## src/rtl/pipe_stage_fifo_pkg.sv

```systemverilog
// Shared types and constants for the elastic pipeline-stage buffer.
// Payload-agnostic; the owning stage packs its fields into the data word.
package pipe_stage_fifo_pkg;

  localparam logic RST_ENABLE    = 1'b1;
  localparam int   DEPTH_MIN     = 2;
  localparam int   DEPTH_MAX     = 8;
  localparam int   DATA_W_MIN    = 1;
  localparam int   DATA_W_MAX    = 256;

  typedef enum logic [1:0] {
    OP_HOLD = 2'b00,
    OP_PUSH = 2'b01,
    OP_POP  = 2'b10,
    OP_BOTH = 2'b11
  } fifo_op_e;

  function automatic fifo_op_e decode_op(input logic push, input logic pop);
    return fifo_op_e'({pop, push});
  endfunction

endpackage

```

## src/rtl/pipe_stage_fifo_ring.sv

```systemverilog
// Wrap-aware ring pointer with clear and increment; 1-cycle update, no backpressure.
// Wraps DEPTH-1 -> 0 explicitly so non-power-of-two depths never leave the array.
module ring_ptr
  import pipe_stage_fifo_pkg::*;
#(
  parameter int DEPTH = 2,
  parameter int W     = $clog2(DEPTH)
) (
  input  logic         clk,
  input  logic         rst,
  input  logic         clr,
  input  logic         inc,
  output logic [W-1:0] ptr
);

  localparam logic [W-1:0] LAST = W'(DEPTH - 1);

  always_ff @(posedge clk) begin
    if (rst == RST_ENABLE) begin
      ptr <= '0;
    end else if (clr) begin
      ptr <= '0;
    end else if (inc) begin
      ptr <= (ptr == LAST) ? '0 : ptr + 1'b1;
    end
  end

endmodule

```

## src/rtl/pipe_stage_fifo.sv

```systemverilog
// Elastic stage buffer, DEPTH words in order; pushed word visible next cycle, no bypass.
// in_ready is registered (full stalls upstream); rdy=0 freezes, flush discards and counts.
module pipe_stage_fifo
  import pipe_stage_fifo_pkg::*;
#(
  parameter int                DATA_W   = 32,
  parameter int                DEPTH    = 2,
  parameter logic [DATA_W-1:0] NOP_DATA = '0,
  parameter int                KILL_W   = 16
) (
  input  logic                         clk,
  input  logic                         rst,
  input  logic                         rdy,
  input  logic                         flush,
  input  logic                         in_valid,
  input  logic [DATA_W-1:0]            in_data,
  output logic                         in_ready,
  output logic                         out_valid,
  output logic [DATA_W-1:0]            out_data,
  input  logic                         out_ready,
  output logic [$clog2(DEPTH+1)-1:0]   count,
  output logic [KILL_W-1:0]            kill_cnt
);

  localparam int PTR_W = $clog2(DEPTH);
  localparam int CNT_W = $clog2(DEPTH + 1);
  localparam int SUM_W = ((KILL_W > CNT_W) ? KILL_W : CNT_W) + 1;

  localparam logic [CNT_W-1:0]  DEPTH_C    = CNT_W'(DEPTH);
  localparam logic [KILL_W-1:0] KILL_MAX   = {KILL_W{1'b1}};
  localparam logic [SUM_W-1:0]  KILL_MAX_S = SUM_W'(KILL_MAX);

  if (DEPTH < DEPTH_MIN || DEPTH > DEPTH_MAX) begin : g_bad_depth
    $error("pipe_stage_fifo: DEPTH must be in 2..8");
  end
  if (DATA_W < DATA_W_MIN || DATA_W > DATA_W_MAX) begin : g_bad_width
    $error("pipe_stage_fifo: DATA_W must be in 1..256");
  end

  logic [DATA_W-1:0] mem [DEPTH];
  logic [PTR_W-1:0]  head;
  logic [PTR_W-1:0]  tail;
  logic [CNT_W-1:0]  count_q;
  logic [CNT_W-1:0]  next_count;
  logic              in_ready_q;
  logic [KILL_W-1:0] kill_q;
  logic [KILL_W-1:0] kill_next;
  logic [SUM_W-1:0]  kill_sum;
  logic              flush_en;
  logic              push;
  logic              pop;

  // rdy gates the presented handshake signals, so push/pop inherit the freeze.
  assign in_ready  = in_ready_q & rdy;
  assign out_valid = (count_q != '0) & rdy;
  assign flush_en  = flush & rdy;
  assign push      = in_valid & in_ready & ~flush;
  assign pop       = out_valid & out_ready & ~flush;

  assign out_data  = out_valid ? mem[head] : NOP_DATA;
  assign count     = count_q;
  assign kill_cnt  = kill_q;

  always_comb begin
    next_count = count_q;
    case (decode_op(push, pop))
      OP_PUSH: next_count = count_q + 1'b1;
      OP_POP:  next_count = count_q - 1'b1;
      default: next_count = count_q;
    endcase
  end

  // Discarded entries include the word offered in the flush cycle if it would have been taken.
  always_comb begin
    kill_sum  = SUM_W'(kill_q) + SUM_W'(count_q) + SUM_W'(in_valid & in_ready);
    kill_next = (kill_sum > KILL_MAX_S) ? KILL_MAX : kill_sum[KILL_W-1:0];
  end

  always_ff @(posedge clk) begin
    if (rst == RST_ENABLE) begin
      count_q    <= '0;
      in_ready_q <= 1'b1;
      kill_q     <= '0;
    end else if (rdy) begin
      if (flush) begin
        count_q    <= '0;
        in_ready_q <= 1'b1;
        kill_q     <= kill_next;
      end else begin
        count_q    <= next_count;
        in_ready_q <= (next_count < DEPTH_C);
      end
    end
  end

  always_ff @(posedge clk) begin
    if (push) begin
      mem[tail] <= in_data;
    end
  end

  ring_ptr #(.DEPTH(DEPTH), .W(PTR_W)) u_head (
    .clk (clk),
    .rst (rst),
    .clr (flush_en),
    .inc (pop),
    .ptr (head)
  );

  ring_ptr #(.DEPTH(DEPTH), .W(PTR_W)) u_tail (
    .clk (clk),
    .rst (rst),
    .clr (flush_en),
    .inc (push),
    .ptr (tail)
  );

endmodule

```

## config.mk

```make
export PLATFORM = sky130hd
export DESIGN_NAME = pipe_stage_fifo
export DESIGN_NICKNAME = d
export VERILOG_FILES = /design/src/rtl/pipe_stage_fifo_pkg.sv /design/src/rtl/pipe_stage_fifo_ring.sv /design/src/rtl/pipe_stage_fifo.sv
export SDC_FILE = /design/constraint.sdc
export NUM_CORES = 1
export LEC_CHECK = 0
export CAP_MARGIN = 15
export CORE_UTILIZATION = 40
export DETAILED_ROUTE_END_ITERATION = 8
export PLACE_DENSITY = 0.7
export SLEW_MARGIN = 20
export SYNTH_ARGS = -nofsm -noshare
export SYNTH_HDL_FRONTEND = slang
export SYNTH_SLANG_ARGS = --single-unit
```

## constraint.sdc

```tcl
create_clock -name clk -period 2.6 [get_ports clk]
set_input_delay 0.39 -clock clk [delete_from_list [all_inputs] [get_ports clk]]
set_output_delay 0.39 -clock clk [all_outputs]
set_load 0.05 [all_outputs]
```

; After elaboration in Yosys (flattened, before gate mapping)
; Memory sizes are Yosys's and may differ from the RTL's. A register that Yosys moved wholly into a read port is not among the register bits.
; Index checks and enable logic that the tools add are counted.
; W data, S select, Z words.
[totals]
regBits = 21
mem_bits_rw = 64
in_bits = 38
output_inout_bits = 52
word_cells = 39
memories = 1
[op_classes]
n_addsub = 6
magnitude_cmp = 2
eq_ne = 2
mux = 11
bitwise_logic = 9
n_reduce_logical = 3
[memory_table]
columns = name, depth, width, read_ports, rd_ports_with_merged_regs, write_ports, line_no
row1 = mem, 2, 32, 1, 1, 1, pipe_stage_fifo.sv:40  ; logic [DATA_W-1:0] mem [DEPTH];
[ops]
columns = operator, n
row1 = $mux W32, 1
row2 = $add A16 B2 Y17, 1
row3 = $add A17 B1 Y17, 1
row4 = $gt A17 B16 Y1 const B, 1
row5 = $mux W16, 1
row6 = $and A1 B1 Y1, 8
row7 = $mux W1, 7
row8 = $pmux W2 S2, 1
row9 = $add A1 B1 Y1 const B, 2
row10 = $add A2 B1 Y2 const B, 1
row11 = $eq A2 B1 Y1 const B, 1
row12 = $eq A2 B2 Y1 const B, 1
row13 = $lt A2 B2 Y1 const B, 1
row14 = $mux W2, 1
row15 = $reduce_and A2 Y1, 1
row16 = $reduce_bool A2 Y1, 1
row17 = $reduce_or A2 Y1, 1
row18 = $sub A2 B1 Y2 const B, 1
row19 = $not A1 Y1, 1

; Longest topological paths before layout
[depth]
word_depth = 8
ltp_mapped = 9
ltp_nobuf = 8

; Hierarchy
; Synthesis repeated with hierarchy kept, for this count alone.
[unflattened]
hier_cells = 274
hier_area_um2 = 3594.7
[by_module_without_submodules]
columns = module, n_inst, cells_per_inst, area_per_inst_um2, seq_area_each_um2
row1 = pipe_stage_fifo, 1, 268, 3517.1, 2302.2
row2 = ring_ptr, 2, 3, 38.8, 20.0

; Worst setup path after synthesis
; OpenSTA, ideal clock, no wires.
[synth_timing]
kind = reg-to-reg
start = register count_q[0] (netlist: count[0])
end = register kill_q[14] (netlist: kill_cnt[14])
setup_ps = 91
arrival_time_ps = 2747
required_ps = 2509
setup_slack_ps = -238
stages_incl_launch_ff = 8
n_path_buf = 0
synth_period_minus_slack_ps = 2838
cell_sequence = dfxtp_1 > inv_1 > fa_1 > fa_1 > nand4b_1 > nor3_1 > a31oi_1 > a311oi_1
[synth_via]
elab_chain_cells = 4
[synth_rtl]
columns = item, line_no
row1 = start: declaration, pipe_stage_fifo.sv:43  ; logic [CNT_W-1:0] count_q;
row2 = start signal: assignment, pipe_stage_fifo.sv:90  ; count_q <= next_count;
row3 = $add A16 B2 Y17 (*), pipe_stage_fifo.sv:75  ; kill_sum = SUM_W'(kill_q) + SUM_W'(count_q) + SUM_W'(in_valid & in_ready);
row4 = $add A17 B1 Y17 (*), pipe_stage_fifo.sv:75
row5 = $gt A17 B16 Y1, pipe_stage_fifo.sv:76  ; kill_next = (kill_sum > KILL_MAX_S) ? KILL_MAX : kill_sum[KILL_W-1:0];
row6 = $mux W16 (*), pipe_stage_fifo.sv:76
row7 = end signal: assignment, pipe_stage_fifo.sv:88  ; kill_q <= kill_next;
row8 = end: declaration, pipe_stage_fifo.sv:46  ; logic [KILL_W-1:0] kill_q;
; Mark *: on every way between the ends. The rest lies on a longest branch, timed or not.
; A chain may end at the register's enable or synchronous reset.

; Worst setup path after layout
[layout_timing]
start = input rdy
end = register kill_q[10] (netlist: kill_cnt[10])
[layout_via]
elab_chain_cells = 5
elab_cells_between_ends = 6
classes_between = add/sub (1) / order compare (1) / mux (1) / bitwise (2) / reduce/logical (1)
[layout_rtl]
columns = item, line_no
row1 = start: declaration, pipe_stage_fifo.sv:13  ; input logic rdy,
row2 = $and A1 B1 Y1, pipe_stage_fifo.sv:54  ; assign in_ready = in_ready_q & rdy;
row3 = $and A1 B1 Y1, pipe_stage_fifo.sv:75
row4 = $add A17 B1 Y17, pipe_stage_fifo.sv:75
row5 = $gt A17 B16 Y1, pipe_stage_fifo.sv:76
row6 = $mux W16, pipe_stage_fifo.sv:76
; Parallel ways exist; a longest one is shown, timed or not.

==> metrics.yaml <==
cp_data_required_time_ps: 2860
grt_start_max_net_pins: 24
synth_cell_types: 50
first_iter_violations: 95
cp_max_fo: 4
cp-end-kind: "register"
rows: 34
dominantRegCellSynth: "edfxtp_1"
syn_area_per_cell_sq_um: 13.3
grt_pass1_wl_microns: 11900
r2r_slack_ps: 260
coreArea_sq_mm: 0.00872
chipWidth_microns: 96.8
fin_crit_ps: 2480
ios: 90
maxCapViolCount: 0
yosysTopAreaCellShare: 0.535
setup_viol: 0
hold_class: "register to register"
yosys-top-cells-count: "64 x edfxtp_1, 39 x nor2_1, 33 x mux2i_1"
placed_area_sq_mm: 0.00501
internal-power_uw: 2130
worstSetupPathType: "input port to register"
fillerInstances: 708
status: "complete, no violations"
syn_inst: 271
arrival_ps: 2740
cellLeakagePower_uw: 0.00180
path_clk_slew_ps: 90
cts_hold_buffers: 0
setup_slack_ps: 118
power_frac_comb: 0.051
cts_sinks: 86
clkPwrFrac: 0.390
antenna_found_initial: 0
route.detailed.drc: 0
die_h_microns: 96.8
seqPwrFrac: 0.558
start_util: 0.412
p_total_uw: 2690
ant_nets: 0
rsz0062_at_grt: "no"
finalWeightedCongestion: 0.833
first_global_vias: 2510
irDropWorstVdd_mv: 0.258
p_switching_uw: 564
async_flop_share: 0
area_delta_synth_final_pct: 46.3
drtPass1Iterations: 4
ys_seq_area_frac: 0.658
synth_most_common_cell: "edfxtp_1"
vias: 2491
finalNetCount: 416
ctsHtreeMaxLevel: 3
grtUsageTotal: 0.162
swShare: 0.210
cts_buffer_depth: 2
antennaDiodeCount: 0
slew_viol_final: 0
die_area_sq_mm: 0.00936
final_core_util: 0.603
finalClockSkew_ps: 5.94
startpoint_type: "input port"
cts_tree: "done"
synth_edf_count: 64
wirelength_microns: 7330
dp_hpwl_microns: 5170
relSlewSlack: 0.649
drive_gt1_frac: 0.206
tightest_slew_ps: 525
clk_latency_ps: 340
fin_crit_sh: 0.955
postLayoutCellArea_sq_mm: 0.00526
syn_area_sq_mm: 0.00359
clock.fmax_mhz: 403
synth_top_area_cell: "edfxtp_1"
synth_top_cells_by_area: "edfxtp_1 54%, dfxtp_1 12%, mux2i_1 9.2%, nor2_1 4.1%, xor2_1 1.7%"
post_drt_wl_per_cell_microns: 15.1
hold_viol_final: 0
portBuffers: 89
vias_per_cell: 5.13
grt_overflow: 0
yosysWarnings: 0
pre_cts_ws_ps: -284
tns_ps: 0
syn-num-nets: 314
cts_root_buffer: "clkbuf_8"
cts_made_buffers: 9
powerDensity_mw_per_mm2: 512
synth_seq_cells: 86
-- placed cells by master (no fill, tap or decap), drive strengths merged, types with 8 or more instances in the layout --
cell type / instances
a21oi: 8
buf: 48
clkbuf: 9
clkdlybuf4s50: 55
dfxtp: 22
edfxtp: 64
inv: 16
mux2i: 33
nand2: 8
nor2: 39
-- cell type report --
cell class                 instances  area [sq um]  share of cell area
sequential                        86          2370               0.450
timing repair buffer             103          1340               0.254
multi-input combinational        161          1150               0.218
tap                              108           135              0.0257
clock buffer                       9           124              0.0236
clock inverter                     7           103              0.0195
inverter                          12          45.0             0.00857
-- final timing paths --
path / start / end / cells after the start
worst max-delay path: rdy / kill_cnt[10]$_SDFFE_PP0P_ / 9
worst min-delay path: count[0]$_SDFFE_PP0P_ / count[0]$_SDFFE_PP0P_ / 2
worst max register to register: count[0]$_SDFFE_PP0P_ / kill_cnt[10]$_SDFFE_PP0P_ / 8
worst min register to register: count[0]$_SDFFE_PP0P_ / count[0]$_SDFFE_PP0P_ / 2
-- state kept, by name (all words and copies together) (netlist names), named ones only --
signal / cells
kill_cnt: 16
count: 2
in_ready_q: 1
u_tail.ptr: 1
u_head.ptr: 1
mem: 64
-- power groups by stage --
stage | logic [uW] | clock network (uW) | registers (uW)
after global placement | 133 | 0 | 1530
after detailed placement | 138 | 0 | 1530
final | 138 | 1050 | 1500
after global routing | 149 | 1140 | 1500
after floorplan | 44.2 | 0 | 1540
after CTS | 139 | 1070 | 1500
-- critical path: stages --
cell             delay [ps]
clkdlybuf4s50_1         530
nand3_2                 100
fa_2                    360
fa_1                    390
nand4b_1                280
nor3_4                  280
buf_4                   150
nor2_1                   30
a311oi_1                220
-- layer usage --
metal  global-route usage  up-vias  part of all wire
met3               0.0289        9             0.044
met4               0.0689        0             0.018
met5                    0        -                 0
met2                0.266       74              0.49
li1                     -     1205                 -
met1                0.211     1203              0.45
-- stage by stage --
step	cells	hold WS (ps)
final	486	534
after floorplan	271	489
after global routing	486	576
after global placement	469	503
after CTS	485	537
after detailed placement	469	527
-- kinds of logic (layout without fill, tap and decap cells) --
kind of cell,after synthesis,after routing,synth area share
flip-flops,86,86,0.658
AND/OR/NAND/NOR,79,79,0.108
AO/OA/AOI/OAI,35,35,0.0676
multiplexers,33,33,0.0920
buffers and inverters,24,131,0.0314
XOR/XNOR,9,9,0.0220
adder cells (fa/ha/maj),5,5,0.0216
-- what timing repair did --
item | 4_1_cts | 5_1_grt
resized for setup | 0 | 3
setup buffers | 0 | 1
setup endpoints to repair | 0 | 12
hold endpoints to repair | 0 | 0
No activity file was read; power rests on OpenSTA's default activity.
